<file path="config.mk">
export PLATFORM = sky130hd
export DESIGN_NAME = census_disparity_wta
export DESIGN_NICKNAME = d
export VERILOG_FILES = /design/src/rtl/census_disparity_wta.sv
export SDC_FILE = /design/constraint.sdc
export NUM_CORES = 1
export LEC_CHECK = 0
export BUFFER_PORTS_ARGS = -buffer_cell sky130_fd_sc_hd__buf_2
export CORE_ASPECT_RATIO = 1.25
export CORE_MARGIN = 1.5
export CORE_UTILIZATION = 43
export DETAILED_ROUTE_END_ITERATION = 10
export GPL_TIMING_DRIVEN = 0
export HOLD_SLACK_MARGIN = 0.06
export PLACE_DENSITY_LB_ADDON = 0.3
export SLEW_MARGIN = 40
export SYNTH_ARGS = -nofsm -noshare
export SYNTH_HDL_FRONTEND = slang
export SYNTH_SLANG_ARGS = --single-unit
export TNS_END_PERCENT = 20
</file>
<file path="constraint.sdc">
create_clock -name clk -period 48.5 [get_ports clk]
set_input_delay 7.275 -clock clk [delete_from_list [all_inputs] [get_ports clk]]
set_output_delay 7.275 -clock clk [all_outputs]
set_load 0.05 [all_outputs]
</file>
<file path="src/rtl/census_disparity_wta.sv">
// Census stereo matcher: Hamming cost against MAX_DISP right-image candidates,
// then winner-take-all per left pixel over a two-stage pipeline.
module census_disparity_wta #(
    parameter int CODE_WIDTH = 8,
    parameter int MAX_DISP   = 16,
    parameter int DISP_WIDTH = 4,
    localparam int COST_WIDTH = $clog2(CODE_WIDTH + 1)
) (
    input  logic                  clk,
    input  logic                  rst_n,
    input  logic                  in_valid,
    input  logic                  line_start,
    input  logic [CODE_WIDTH-1:0] left_code,
    input  logic [CODE_WIDTH-1:0] right_code,
    output logic                  out_valid,
    output logic [DISP_WIDTH-1:0] disparity,
    output logic [COST_WIDTH-1:0] min_cost
);

    function automatic logic [COST_WIDTH-1:0] popcount(input logic [CODE_WIDTH-1:0] x);
        logic [COST_WIDTH-1:0] n;
        n = '0;
        for (int i = 0; i < CODE_WIDTH; i++) n = n + COST_WIDTH'(x[i]);
        return n;
    endfunction

    logic [CODE_WIDTH-1:0] hist [MAX_DISP-1];
    logic [DISP_WIDTH-1:0] col;
    logic [DISP_WIDTH-1:0] cur_col;
    logic [CODE_WIDTH-1:0] cand [MAX_DISP];

    logic [COST_WIDTH-1:0] cost_p1 [MAX_DISP];
    logic [MAX_DISP-1:0]   elig_p1;
    logic                  vld_p1;

    logic [DISP_WIDTH-1:0] best_disp;
    logic [COST_WIDTH-1:0] best_cost;

    // Candidate d pairs left column x with right column x-d, taken before the history shifts.
    always_comb begin
        cur_col = line_start ? '0 : col;
        cand[0] = right_code;
        for (int d = 1; d < MAX_DISP; d++) cand[d] = hist[d-1];
    end

    always_ff @(posedge clk or negedge rst_n) begin
        if (!rst_n) begin
            for (int k = 0; k < MAX_DISP - 1; k++) hist[k] <= '0;
            col <= '0;
        end else if (in_valid) begin
            hist[0] <= right_code;
            for (int k = 1; k < MAX_DISP - 1; k++) hist[k] <= hist[k-1];
            if (line_start)
                col <= DISP_WIDTH'(1);
            else if (col != DISP_WIDTH'(MAX_DISP - 1))
                col <= col + DISP_WIDTH'(1);
        end
    end

    // ---- stage p1: per-candidate Hamming cost and eligibility ----
    always_ff @(posedge clk) begin
        if (in_valid) begin
            for (int d = 0; d < MAX_DISP; d++) begin
                cost_p1[d] <= popcount(left_code ^ cand[d]);
                elig_p1[d] <= (DISP_WIDTH'(d) <= cur_col);
            end
        end
    end

    always_ff @(posedge clk or negedge rst_n) begin
        if (!rst_n) vld_p1 <= 1'b0;
        else        vld_p1 <= in_valid;
    end

    // Strict less-than keeps the smallest disparity on ties; d=0 is always eligible.
    always_comb begin
        best_disp = '0;
        best_cost = cost_p1[0];
        for (int d = 1; d < MAX_DISP; d++) begin
            if (elig_p1[d] && (cost_p1[d] < best_cost)) begin
                best_disp = DISP_WIDTH'(d);
                best_cost = cost_p1[d];
            end
        end
    end

    // ---- stage p2: registered winner ----
    always_ff @(posedge clk or negedge rst_n) begin
        if (!rst_n) begin
            out_valid <= 1'b0;
            disparity <= '0;
            min_cost  <= '0;
        end else begin
            out_valid <= vld_p1;
            if (vld_p1) begin
                disparity <= best_disp;
                min_cost  <= best_cost;
            end
        end
    end

endmodule
</file>
==> results.sh, run 1 <==
export IMPL_synth_adder_area_share_pct=15.6
export IMPL_synthXorXnorAreaFrac_pct=9.14
export IMPL_dr_total_vias=8820
export IMPL_clk_latency_ns=0.52
export IMPL_cts_root_buf="clkbuf_16"
export IMPL_nets=1414
export IMPL_synth_top_area_share_pct=23.6
export IMPL_cp_arrival_ns=23.14
export IMPL_synthSimpleGateAreaFrac_pct=7.98
export IMPL_h_tree_depth=1
export IMPL_port_buffers=20
export IMPL_grt_busiest_layer="met2"
export IMPL_slowest_stage="o21ai_1"
export IMPL_yosysSeqAreaShare_pct=40.4
export IMPL_async_flop_share_pct=62.9
export IMPL_ant_nets=0
export IMPL_yosys_area_top_type="dfrtp_1"
export IMPL_syn_inst=1214
export IMPL_synth_top_family_by_area="adder cells"
export IMPL_tritoncts="done"
export IMPL_grt_use_met2_pct=31.5
export IMPL_critPathRequiredTime_ns=48.93
export IMPL_synthMostInstantiatedCell="dfrtp_1"
export IMPL_drive_gt1_share_pct=18.1
export IMPL_grt_max_degree=71
export IMPL_initial_utilization_pct=43.5
export IMPL_ys_flop_type="dfrtp_1"
export IMPL_path_max_fanout=10
export IMPL_ys_ff_latch=213
export IMPL_row_count=74
export IMPL_critPathKind="register to register"
export IMPL_synth_fp_nets=1367
export IMPL_synth_edf_count=79
export IMPL_die_h_um=206
export IMPL_grt_overflow=0
export IMPL_syn_avg_cell_area_um2=11.7
export IMPL_worstMarginPinSlew_ns=0.873
export IMPL_start_kind="register"
export IMPL_antenna_found_initial=1
export IMPL_cts_buffer_depth=3
export IMPL_wl_per_cell_um=16.6
export IMPL_routed_via_density=5.20
export IMPL_critPathMaxStageDelay_ns=0.48
export IMPL_maxCapViolCount=0
export IMPL_cts_resized=0
export IMPL_synthTopCellsByCount="dfrtp_1 (134), mux2_2 (128), inv_1 (98)"
export IMPL_post_route_drc_count=0
export IMPL_ctsHoldBuffers=0
export IMPL_skew_ns=0.0138
export IMPL_final_hold_viol_count=0
export IMPL_grt_pass1_vias=9181
export IMPL_clock_sinks=213
export IMPL_status="finished, final reports clean"
export IMPL_ios=29
export IMPL_synthMuxAreaShare_pct=11.3
export IMPL_fin_crit_ns=22.71
export IMPL_place_hpwl_mm=22.6
export IMPL_syn_area_um2=14200
export IMPL_coreArea_um2=32600
export IMPL_die_area_um2=34100
export IMPL_met1_usage_pct=22.1
export IMPL_clkTransAtPathRegs_ns=0.06
export IMPL_synth_warnings=0
export IMPL_min_path_type="register to register"
export IMPL_setup_tns_ns=0
export IMPL_rsz0062_at_grt="false"
export IMPL_drt_first_iter_violations=356
export IMPL_grt_usage_pct=17.6
export IMPL_finalCritPeriodShare_pct=46.8
export IMPL_post_cts_setup_buffer_count=0
export IMPL_synth_compound_area_share_pct=11.9
export IMPL_final_setup_viol_count=0
export IMPL_dr_pass1_iters=4
export IMPL_grt_util_met3_pct=1.81
export IMPL_routed_wl_mm=28.1
export IMPL_yosysUniqueCellTypes=95
export IMPL_cts_buffers=22
export IMPL_fmax_mhz=44.0
export IMPL_syn_to_final_growth_pct=10.2
export IMPL_antenna_cells=0
export IMPL_grt_pass1_wl_mm=47.3
export IMPL_crit_top_cell="ha_1"
export IMPL_gp_congestion=0.847
export IMPL_setup_worst_path_end_class="register"
export IMPL_die_x_um=165
export IMPL_slew_violations=0
export IMPL_synthTopCellsByArea="dfrtp_1 (24%), edfxtp_1 (17%), mux2_2 (10%), fa_1 (9.0%), ha_1 (6.1%)"
export IMPL_slew_headroom_pct=41.8
flip-flops by register name (all words and copies together), names as in the netlist:
name / cells
elig_p1: 15
cost_p1: 64
vld_p1: 1
cand: 120
disparity: 4
out_valid: 1
col: 4
min_cost: 4
per-layer routing:
metal,up-vias,wire [um]
met4,2,713
met5,-,11
li1,4393,-
met2,93,14200
met3,41,719
met1,4291,12500
final cells by class:
| type | instances | area [um^2] |
|---|---|---|
| timing repair buffer | 23 | 179 |
| sequential | 213 | 5730 |
| inverter | 98 | 368 |
| buffer | 39 | 173 |
| clock buffer | 26 | 587 |
| tap | 418 | 523 |
| multi-input combinational | 864 | 7920 |
| clock inverter | 14 | 149 |
| fill | 2964 | 17000 |
placed cells by master (no fill, tap or decap), types with 28 or more instances in the layout:
cell type / synthesis / layout
a21oi_1: 50 / 50
clkbuf_1: 32 / 30
dfrtp_1: 134 / 134
edfxtp_1: 79 / 79
fa_1: 64 / 64
ha_1: 69 / 69
inv_1: 98 / 98
mux2_2: 128 / 128
nand2_1: 43 / 43
nand2b_1: 28 / 28
nor2_1: 45 / 45
o21ai_0: 31 / 31
xnor2_1: 52 / 52
xor2_1: 96 / 96
metrics by stage:
stage               worst slack (ns)  std cells  hold WS [ns]  utilization (%)  area, um^2
floorplan                      28.61       1214         0.405                -       14200
global placement               25.87       1652         0.455             45.4       14800
detailed placement             25.83       1654         0.457             45.7       14900
CTS                            25.75       1694         0.472             47.9       15600
global route                   23.53       1695         0.502             47.9       15600
finish                         25.79       1695         0.471             47.9       15600
critical path, delay by kind of cell, from the launching register on:
kind	cells	cell delay, ns
DFF	1	0.31
buffers and inverters	12	1.34
and+or+nand+nor	32	5.90
muxes	8	2.13
AOI/OAI and AO/OA	40	8.98
adders and majority gates	14	3.96
kinds of logic after synthesis:
kind of cell,Yosys count
compound gates,218
xor+xnor,148
fa+ha+maj,140
buf+inv,137
flops,213
mux,143
simple gates,215
final timing paths:
check	from	to	slack [ns]	depth (start not counted)
max	cost_p1[0][2]	disparity[3]	25.79	106
min	vld_p1	out_valid	0.47	0
max reg2reg	cost_p1[0][2]	disparity[3]	25.79	106
min reg2reg	vld_p1	out_valid	0.47	0
max in group asynchronous	rst_n	cand[112]	41.03	2
min in group asynchronous	rst_n	min_cost[0]	6.70	1
Power of run 1 is left out: the tool's default activity adds up to more than one toggle a clock period on the data nets, which glitch-free logic cannot reach.
==> inputs of run 2 (changes only) <==
==> constraint.sdc (replaced) <==
create_clock -name clk -period 22.7 [get_ports clk]
set_input_delay 3.405 -clock clk [delete_from_list [all_inputs] [get_ports clk]]
set_output_delay 3.405 -clock clk [all_outputs]
set_load 0.05 [all_outputs]
==> results.sh, run 2 (synthesis gave the netlist of run 1 again) <==
export IMPL_grt_usage_pct=17.6
export IMPL_finish_utilization_pct=48.7
export IMPL_clkTransAtPathRegs_ns=0.06
export IMPL_clk_latency_ns=0.52
export IMPL_status="finished, final reports clean"
export IMPL_dp_worst_setup_slack_ns=0.0288
export IMPL_gp_congestion=0.847
export IMPL_worstMarginPinSlew_ns=0.871
export IMPL_ios=29
export IMPL_setup_ws_ns=1.43
export IMPL_syn_to_final_growth_pct=11.9
export IMPL_cp_arrival_ns=21.70
export IMPL_drive_gt1_share_pct=20.7
export IMPL_endpoint="disparity[3]"
export IMPL_path_max_fanout=10
export IMPL_min_path_type="register to register"
export IMPL_start_kind="register"
export IMPL_multi_input_area_um2=8080
export IMPL_largest_reg_flops=120
export IMPL_slew_violations=0
export IMPL_skew_ns=0.0134
export IMPL_initial_utilization_pct=43.5
export IMPL_seq_area_um2=5730
export IMPL_drt_first_iter_violations=369
export IMPL_slowest_stage="a2111o_1"
export IMPL_fin_crit_ns=21.27
export IMPL_final_common_cell="dfrtp_1"
export IMPL_cts_buffer_depth=3
export IMPL_grt_pass1_vias=9201
export IMPL_mostFrequentLayoutCells="dfrtp_1 (134), mux2_2 (128), inv_1 (98)"
export IMPL_crit_top_cell="ha_1"
export IMPL_row_count=74
export IMPL_critPathMaxStageDelay_ns=0.51
export IMPL_finalCritPeriodShare_pct=93.7
export IMPL_grt_overflow=0
export IMPL_routed_wl_mm=28.4
export IMPL_place_hpwl_mm=22.6
export IMPL_cts_root_buf="clkbuf_16"
export IMPL_tritoncts="done"
export IMPL_wl_per_cell_um=16.7
export IMPL_rrSetupSlack_ns=1.43
export IMPL_die_x_um=165
export IMPL_crit_start="cost_p1[0][5]"
export IMPL_fmax_mhz=47.0
export IMPL_die_area_um2=34100
export IMPL_maxCapViolCount=0
export IMPL_grt_max_degree=71
export IMPL_cts_buffers=22
export IMPL_critPathKind="register to register"
export IMPL_fill_cells=2950
export IMPL_clock_sinks=213
export IMPL_die_h_um=206
export IMPL_coreArea_um2=32600
export IMPL_grt_pass1_wl_mm=47.3
export IMPL_nets=1425
export IMPL_critPathRequiredTime_ns=23.13
export IMPL_r2r_cells=103
export IMPL_final_setup_viol_count=0
export IMPL_worst_r2r_endpoint="disparity[3]"
export IMPL_dr_total_vias=8917
export IMPL_antenna_found_initial=1
export IMPL_port_buffers=20
export IMPL_r2r_start="cost_p1[0][5]"
export IMPL_setup_worst_path_end_class="register"
export IMPL_h_tree_depth=1
export IMPL_antenna_cells=0
export IMPL_setup_tns_ns=0
export IMPL_routed_via_density=5.23
export IMPL_post_route_drc_count=0
export IMPL_slew_headroom_pct=41.9
export IMPL_dr_pass1_iters=5
export IMPL_ant_nets=0
export IMPL_hold_slack_ns=0.472
export IMPL_final_hold_viol_count=0
## run 2: cell count changes in the layout (fill, tap and decap cells not counted), sizes merged
cell | before | now
clkbuf | 59 | 58
buf | 29 | 41
## run 2: worst max-delay path, delay by kind of cell, from the launching register on
family | cells | cell delay (ns)
multiplexers | 8 | 2.15
flip-flops | 1 | 0.45
AND/OR/NAND/NOR | 31 | 6.18
adder cells (fa/ha/maj) | 15 | 4.24
AO/OA/AOI/OAI | 38 | 7.15
buffers and inverters | 11 | 0.98
## run 2: what timing repair did
action | CTS | global route
endpoints found under the setup margin | 1 | 8
buffers inserted | 0 | 12
gates cloned | 0 | 0
resized for setup | 2 | 34
pin swaps | 0 | 7
hold buffers | 0 | 0
## run 2: layout make-up
| cell class | instances | share of cell area [%] |
|---|---|---|
| Timing Repair Buffer | 35 | 1.69 |
| Multi-Input combinational cell | 864 | 50.9 |
| Tap cell | 418 | 3.29 |
| Clock buffer | 26 | 3.70 |
| Clock inverter | 14 | 0.938 |
| Inverter | 98 | 2.32 |
| Sequential cell | 213 | 36.1 |
| Buffer | 38 | 1.06 |
## run 2: per-layer routing
metal | vias to the layer above | global-route usage [%] | wire [um]
met1 | 4370 | 22.1 | 12600
met3 | 41 | 1.87 | 624
met5 | - | 0 | 11
met4 | 2 | 5.64 | 715
li1 | 4423 | - | -
met2 | 81 | 31.5 | 14500
## run 2: worst min-delay path by stage
stage           start         to  cells after the start
2_1_floorplan  vld_p1  out_valid                      0
3_3_place_gp   vld_p1  out_valid                      0
3_5_place_dp   vld_p1  out_valid                      0
4_1_cts        vld_p1  out_valid                      0
5_1_grt        vld_p1  out_valid                      0
6_report       vld_p1  out_valid                      0
## run 2: per-stage QoR
step	std cells	instance area [um^2]
after global routing	1706	15900
after CTS	1694	15600
after floorplan	1214	14200
final	1706	15900
after detailed placement	1654	14900
after global placement	1652	14800
Power of run 2 is left out for the same reason.
